File: config.mk
export PLATFORM = sky130hd
export DESIGN_NAME = binary_to_bcd_converter_flat
export DESIGN_NICKNAME = d
export VERILOG_FILES = /design/src/rtl/binary_to_bcd_converter_if.sv /design/src/rtl/binary_to_bcd_converter.sv /design/src/flat_wrapper.sv
export SDC_FILE = /design/constraint.sdc
export NUM_CORES = 1
export LEC_CHECK = 0
export ABC_CLOCK_PERIOD_IN_PS = 1370
export BUFFER_PORTS_ARGS = -buffer_cell sky130_fd_sc_hd__buf_2
export CAP_MARGIN = 30
export CORE_UTILIZATION = 35
export CTS_CLUSTER_SIZE = 28
export DETAILED_ROUTE_END_ITERATION = 12
export PLACE_DENSITY = 0.6
export SYNTH_ARGS = -nofsm -noshare
export SYNTH_HDL_FRONTEND = slang
export SYNTH_SLANG_ARGS = --single-unit
File: constraint.sdc
create_clock -name clk_100_Mhz -period 1.37 [get_ports clk_100_Mhz]
set_input_delay 0 -clock clk_100_Mhz [delete_from_list [all_inputs] [get_ports clk_100_Mhz]]
set_output_delay 0 -clock clk_100_Mhz [all_outputs]
set_load 0.1 [all_outputs]
File: src/rtl/binary_to_bcd_converter_if.sv
// ---------------------------------------------------------------------------
// binary_to_bcd_converter_if
// Groups the request/result signals of the binary-to-BCD converter.
//   start       master->slave  request a conversion of binary_in
//   binary_in   master->slave  unsigned operand (BIN_WIDTH bits)
//   busy        slave->master  conversion in progress
//   done        slave->master  one-cycle pulse, bcd_digits/overflow just updated
//   bcd_digits  slave->master  packed BCD, most significant digit in the top nibble
//   overflow    slave->master  last accepted operand exceeded 10**DIGITS-1
// The master modport is the requester (testbench or upstream logic).
// The slave modport is the converter.
// ---------------------------------------------------------------------------
interface binary_to_bcd_converter_if #(
  parameter int BIN_WIDTH = 14,
  parameter int DIGITS    = 4
);
  logic                  start;
  logic [BIN_WIDTH-1:0]  binary_in;
  logic                  busy;
  logic                  done;
  logic [4*DIGITS-1:0]   bcd_digits;
  logic                  overflow;

  modport master (
    output start, binary_in,
    input  busy, done, bcd_digits, overflow
  );

  modport slave (
    input  start, binary_in,
    output busy, done, bcd_digits, overflow
  );
endinterface

File: src/rtl/binary_to_bcd_converter.sv
// ---------------------------------------------------------------------------
// binary_to_bcd_converter
// Sequential double-dabble converter: one add-3/shift iteration per clock.
// Operands above 10**DIGITS-1 are saturated to that value and flagged.
// Ports:
//   clk_100_Mhz  system clock, all state on the rising edge
//   reset        asynchronous active-low reset, released synchronously upstream
//   bus          binary_to_bcd_converter_if.slave (start, binary_in, busy,
//                done, bcd_digits, overflow)
// Timing: start sampled at edge N -> 14 shift edges -> FINISH edge N+15
// registers the result and raises done for the following cycle.
// ---------------------------------------------------------------------------
module binary_to_bcd_converter #(
  parameter int BIN_WIDTH = 14,
  parameter int DIGITS    = 4
) (
  input  logic                           clk_100_Mhz,
  input  logic                           reset,
  binary_to_bcd_converter_if.slave       bus
);

  localparam int BCD_W     = 4 * DIGITS;
  localparam int MAX_VALUE = (10 ** DIGITS) - 1;
  localparam int CNT_W     = $clog2(BIN_WIDTH + 1);

  localparam logic [BIN_WIDTH-1:0] MAX_OPERAND = BIN_WIDTH'(MAX_VALUE);
  localparam logic [CNT_W-1:0]     LAST_ITER   = CNT_W'(BIN_WIDTH - 1);

  typedef enum logic [1:0] {
    S_IDLE,
    S_SHIFT,
    S_FINISH
  } state_t;

  state_t               state_q;
  logic [BIN_WIDTH-1:0] operand_q;
  logic [BCD_W-1:0]     acc_q;
  logic [CNT_W-1:0]     cnt_q;
  logic                 ovf_flag_q;
  logic                 busy_q;
  logic                 done_q;
  logic [BCD_W-1:0]     bcd_q;
  logic                 ovf_q;

  logic [BCD_W-1:0]     adj_d;
  logic [BCD_W-1:0]     acc_d;
  logic [BIN_WIDTH-1:0] operand_d;
  logic                 sat_d;

  // Add-3 correction applied to every digit before the shift, so that a
  // digit of 5..9 carries correctly into the next digit after doubling.
  generate
    for (genvar gi = 0; gi < DIGITS; gi++) begin : g_adj
      assign adj_d[4*gi +: 4] = (acc_q[4*gi +: 4] >= 4'd5) ?
                                (acc_q[4*gi +: 4] + 4'd3) : acc_q[4*gi +: 4];
    end
  endgenerate

  // {acc, operand} shifted left by one as a single wide register.
  assign acc_d     = {adj_d[BCD_W-2:0], operand_q[BIN_WIDTH-1]};
  assign operand_d = {operand_q[BIN_WIDTH-2:0], 1'b0};

  assign sat_d = (bus.binary_in > MAX_OPERAND);

  always_ff @(posedge clk_100_Mhz or negedge reset) begin
    if (!reset) begin
      state_q    <= S_IDLE;
      operand_q  <= '0;
      acc_q      <= '0;
      cnt_q      <= '0;
      ovf_flag_q <= 1'b0;
      busy_q     <= 1'b0;
      done_q     <= 1'b0;
      bcd_q      <= '0;
      ovf_q      <= 1'b0;
    end else begin
      done_q <= 1'b0;
      case (state_q)
        S_IDLE: begin
          if (bus.start) begin
            operand_q  <= sat_d ? MAX_OPERAND : bus.binary_in;
            ovf_flag_q <= sat_d;
            acc_q      <= '0;
            cnt_q      <= '0;
            busy_q     <= 1'b1;
            state_q    <= S_SHIFT;
          end
        end
        S_SHIFT: begin
          acc_q     <= acc_d;
          operand_q <= operand_d;
          if (cnt_q == LAST_ITER) begin
            state_q <= S_FINISH;
          end else begin
            cnt_q <= cnt_q + 1'b1;
          end
        end
        S_FINISH: begin
          // Outputs change only here, so the display never sees partial sums.
          bcd_q   <= acc_q;
          ovf_q   <= ovf_flag_q;
          done_q  <= 1'b1;
          busy_q  <= 1'b0;
          state_q <= S_IDLE;
        end
        default: begin
          busy_q  <= 1'b0;
          state_q <= S_IDLE;
        end
      endcase
    end
  end

  assign bus.busy       = busy_q;
  assign bus.done       = done_q;
  assign bus.bcd_digits = bcd_q;
  assign bus.overflow   = ovf_q;

endmodule

File: src/flat_wrapper.sv
// flat-port wrapper written by rule: the top's interface ports become plain ports
module binary_to_bcd_converter_flat 
#(
  parameter int BIN_WIDTH = 14,
  parameter int DIGITS    = 4
)
  (clk_100_Mhz, reset, bus_start, bus_binary_in, bus_busy, bus_done, bus_bcd_digits, bus_overflow);
  binary_to_bcd_converter_if #(.BIN_WIDTH(BIN_WIDTH), .DIGITS(DIGITS)) bus_i ();
  input  logic clk_100_Mhz;
  input  logic reset;
  input wire logic [$bits(bus_i.start)-1:0] bus_start;
  input wire logic [$bits(bus_i.binary_in)-1:0] bus_binary_in;
  output wire logic [$bits(bus_i.busy)-1:0] bus_busy;
  output wire logic [$bits(bus_i.done)-1:0] bus_done;
  output wire logic [$bits(bus_i.bcd_digits)-1:0] bus_bcd_digits;
  output wire logic [$bits(bus_i.overflow)-1:0] bus_overflow;
  assign bus_i.start = bus_start;
  assign bus_i.binary_in = bus_binary_in;
  assign bus_busy = bus_i.busy;
  assign bus_done = bus_i.done;
  assign bus_bcd_digits = bus_i.bcd_digits;
  assign bus_overflow = bus_i.overflow;
  binary_to_bcd_converter #(.BIN_WIDTH(BIN_WIDTH), .DIGITS(DIGITS)) u_core (.clk_100_Mhz(clk_100_Mhz), .reset(reset), .bus(bus_i));
endmodule
==> PnR_summary.wiki <==
{| class="wikitable"
! Metric !! Value
|-
| Cell-by-cell listing of the critical path || inv_2, ha_4, and3_4, or4b_1, o211ai_1
|-
| Cell depth of the worst setup path || 5
|-
| X dimension of the die || 90.0 µm
|-
| Antenna violations before repair || 0
|-
| Post-route worst setup slack || -28.2 ps
|-
| Average cell area after synthesis || 10.8 µm²
|-
| Final Routed Wirelength || 6220 µm
|-
| Average wire length per cell after detail routing || 14.4 µm
|-
| Crit-path max FO || 3
|-
| Routability-driven placement congestion ratio || 0.777
|-
| Number of cells on the worst hold path || 4
|-
| CP required || 1610 ps
|-
| GRT Overall Usage || 0.157
|-
| Clk sink count || 56
|-
| Clock slew at reported path FFs || 110 ps
|-
| TritonCTS clock tree || yes
|-
| First-pass GRT wire length || 10500 µm
|-
| Number of port buffers || 35
|-
| Dominant delay contributor by cell family on the critical path || simple AND/OR/NAND/NOR gates
|-
| Synth-to-layout area growth || 35.5%
|-
| Master cell of the clock root buffer || sky130_fd_sc_hd__clkbuf_8
|-
| Cell Rows || 31
|-
| Number of CTS-inserted buffers || 5
|-
| Final net count || 360
|-
| Count of buffer and inverter cells on the critical path || 1
|-
| Relative contribution of the clock network to total power || 0.100
|-
| Net count after synthesis || 277
|-
| Endpoint class of the critical path || flop
|-
| Violated checks || setup timing
|-
| Count of H-tree levels built during CTS || 2
|-
| Antenna-violating nets left || 0
|-
| Worst VDD drop || 1.28 mV
|-
| Worst hold margin || 30.1 ps
|-
| Cells after synthesis || 250
|-
| Max Cap Violations || 0
|-
| Hold endpoint || u_core.operand_q[0]$_DFFE_PN0P_
|-
| Number of pins with negative max-slew slack in the final report || 0
|-
| DIE HEIGHT || 90.0 µm
|-
| Leading post-synthesis cells by cell area || sky130_fd_sc_hd__dfrtp_1 52%, sky130_fd_sc_hd__ha_1 4.6%, sky130_fd_sc_hd__nand2_1 4.2%
|-
| Most instantiated library cell after synthesis || sky130_fd_sc_hd__dfrtp_1
|-
| Setup Viol. Count Final || 2
|-
| Aggregate global routing overflow || 0
|-
| Yosys cell types || 44
|-
| Min-Delay Startpoint || bus_binary_in[0]
|-
| I/O pins || 36
|-
| Cell type contributing the most total cell area after synthesis || sky130_fd_sc_hd__dfrtp_1
|-
| Setup Crit Path Kind || flop to flop
|-
| Diodes inserted || 0
|-
| Internal power || 5.45 mW
|-
| Number of warnings issued by yosys || 0
|-
| Switching power share of the total || 0.464
|-
| Fraction of synthesized cell area taken by the top area cell type || 0.517
|-
| Routed via count || 2239
|-
| RSZ-0062 raised after global routing || true
|-
| Run status || finished with violations
|-
| Reg2Reg Depth || 5
|-
| Launch instance of the worst register-to-register path || u_core.cnt_q[1]$_DFFE_PN0P_
|-
| Fraction of layout instances using a drive strength above 1 || 0.377
|-
| Total power || 10.2 mW
|-
| Post-synthesis sequential area ratio || 0.517
|-
| Count of TritonRoute iterations in the first routing pass || 4
|-
| Static leakage || 1.73 nW
|-
| Number of global-route vias before repair || 2266
|-
| Share of synthesized registers carrying an async set or reset || 1.00
|-
| DRC violations left || 0
|-
| Clk Latency, worst-skew pair || 310 ps
|-
| Period utilisation layout || 1.02
|-
| CP Data Arrival Time || 1640 ps
|-
| Critical Path Max Stage Delay || 460 ps
|-
| Worst setup skew after layout || 8.49 ps
|-
| Fin crit period || 1400 ps
|-
| Detailed-route vias per instance || 5.17
|-
| Maximum clock path buffer count || 2
|-
| Number of flip-flops and latches in the synthesized netlist || 56
|-
| Flop pwr share || 0.285
|-
| Max Clock Freq || 715 MHz
|-
| Final HPWL DP || 3950 µm
|-
| Die area || 8100 µm²
|-
| Most instantiated cells after synthesis || 56 x sky130_fd_sc_hd__dfrtp_1, 30 x sky130_fd_sc_hd__nand2_1, 20 x sky130_fd_sc_hd__inv_1
|-
| Summed negative setup slack over all endpoints || -35.6 ps
|-
| Switching power of the nets || 4.71 mW
|-
| Initial standard-cell utilization of the core || 0.368
|-
| Placeable core region || 7370 µm²
|-
| Worst slew pin tran || 491 ps
|-
| PwrDens || 2770 nW/µm²
|-
| Number of synthesized flops with an enable pin || 0
|-
| Fill cell instance count of the final layout || 716
|-
| Detailed router's first-iteration violation count || 143
|-
| Hold Fails Final Rpt || 0
|-
| Area of the mapped netlist || 2710 µm²
|-
| Flop-to-flop setup slack || -30 ps
|-
| Startpoint class of the critical path || flop
|-
| Type of the tightest min-delay check || input port to flop
|-
| Main synth FF type || sky130_fd_sc_hd__dfrtp_1
|-
| Largest net degree at the start of global routing || 57
|-
| Relative slew margins || 0.675
|-
| R2r endpoint || u_core.cnt_q[1]$_DFFE_PN0P_
|-
| Slowest stage cell, crit path || sky130_fd_sc_hd__or4b_1
|-
| Proportion of power drawn by combinational gates || 0.615
|}
==> cell families after synthesis <==
family,count (synthesis),synth area share
AOI/OAI and AO/OA,89,0.241
xor gates and xnor gates,3,0.00970
adders and majority gates,10,0.0462
buffers and inverters,34,0.0665
DFF,56,0.517
muxes,2,0.00785
and+or+nand+nor,56,0.111
==> tightest hold or removal path, delay by kind of cell <==
family                 cells  cell delay (ps)
AOI/OAI and AO/OA          2              200
buffers and inverters      2              100
==> cells in the final DEF (no fill, tap or decap), types with 2 or more instances in the layout <==
cell type                       instances
sky130_fd_sc_hd__buf_4                 38
sky130_fd_sc_hd__o311ai_2               3
sky130_fd_sc_hd__a32o_1                 4
sky130_fd_sc_hd__o21a_1                 9
sky130_fd_sc_hd__a22o_1                 5
sky130_fd_sc_hd__xnor2_1                3
sky130_fd_sc_hd__inv_2                  7
sky130_fd_sc_hd__buf_2                 35
sky130_fd_sc_hd__a21o_1                 4
sky130_fd_sc_hd__clkbuf_8               6
sky130_fd_sc_hd__a21oi_1                4
sky130_fd_sc_hd__nor2b_4                5
sky130_fd_sc_hd__o221ai_1               3
sky130_fd_sc_hd__dlygate4sd3_1         11
sky130_fd_sc_hd__dfrtp_2                3
sky130_fd_sc_hd__nand2_1               30
sky130_fd_sc_hd__nand2b_1               3
sky130_fd_sc_hd__nor3_1                 2
sky130_fd_sc_hd__ha_2                   4
sky130_fd_sc_hd__o32ai_2                2
sky130_fd_sc_hd__o31ai_1                3
sky130_fd_sc_hd__o21ai_1                7
sky130_fd_sc_hd__o211ai_1               3
sky130_fd_sc_hd__ha_4                   3
sky130_fd_sc_hd__dfrtp_1               53
sky130_fd_sc_hd__inv_1                 13
sky130_fd_sc_hd__nand3_1                4
sky130_fd_sc_hd__o21a_4                 2
sky130_fd_sc_hd__o22a_1                 6
sky130_fd_sc_hd__o2111ai_1              7
sky130_fd_sc_hd__ha_1                   3
sky130_fd_sc_hd__buf_12                 4
sky130_fd_sc_hd__o21ai_0               17
==> power by group through the flow <==
stage          Combinational [mW]  Clock [mW]  Sequential, mW
6_report                     6.25        1.02            2.89
3_3_place_gp                 5.20           0            2.88
2_1_floorplan                2.63           0            4.15
5_1_grt                      6.76        1.11            2.98
4_1_cts                      5.56        1.04            2.86
3_5_place_dp                 5.30           0            2.90
==> how the worst max path moves through the flow <==
stage	start	endpoint	slack, ps
after floorplan	u_core.cnt_q[1]$_DFFE_PN0P_	u_core.cnt_q[1]$_DFFE_PN0P_	-50
after global placement	u_core.state_q[0]$_DFFE_PN0P_	u_core.acc_q[6]$_DFFE_PN0P_	-8
after detailed placement	u_core.acc_q[5]$_DFFE_PN0P_	u_core.acc_q[6]$_DFFE_PN0P_	-40
after CTS	u_core.cnt_q[1]$_DFFE_PN0P_	u_core.cnt_q[1]$_DFFE_PN0P_	-40
after global routing	u_core.cnt_q[1]$_DFFE_PN0P_	u_core.cnt_q[1]$_DFFE_PN0P_	-80
final	u_core.cnt_q[1]$_DFFE_PN0P_	u_core.cnt_q[1]$_DFFE_PN0P_	-30
==> routing by layer <==
metal / track usage / up-vias / share of wire
met5: 0 / - / 0
met4: 0.0403 / 0 / 0.0071
met3: 0.0271 / 4 / 0.037
met2: 0.263 / 55 / 0.49
met1: 0.211 / 1092 / 0.47
li1: - / 1088 / -
==> what timing repair did <==
item                                    CTS  global route
endpoints found under the setup margin   12            21
resized for setup                         8            35
pin swaps                                 2             8
hold endpoints to repair                 66             0
hold buffers                             11             0
gates cloned                              0             1
setup buffers                             5             9
==> through the flow <==
step                      setup slack, ps  std cells   util  cell area (µm²)
final                               -28.2        433  0.498             3670
after global routing                -80.0        433  0.498             3670
after CTS                           -42.1        423  0.470             3470
after detailed placement            -37.5        399  0.431             3180
after global placement              -8.33        399  0.431             3180
after floorplan                     -49.8        250      -             2720
==> flip-flops by register name (all words and copies together) (netlist names) <==
| register | count |
|---|---|
| u_core.bus.done | 1 |
| u_core.acc_q | 16 |
| u_core.cnt_q | 4 |
| u_core.ovf_flag_q | 1 |
| u_core.bus.overflow | 1 |
| u_core.state_q | 2 |
| u_core.bus.busy | 1 |
| u_core.operand_q | 14 |
| u_core.bus.bcd_digits | 16 |
==> layout make-up <==
class	count	area (µm²)	share of cell area
Sequential cell	56	1410	0.382
Tap cell	99	124	0.0337
Clock buffer	6	82.6	0.0225
Inverter	20	75.1	0.0204
Multi-Input combinational cell	161	1310	0.356
Clock inverter	2	18.8	0.00511
Timing Repair Buffer	89	662	0.180
Power figures use the tool's default switching activity.
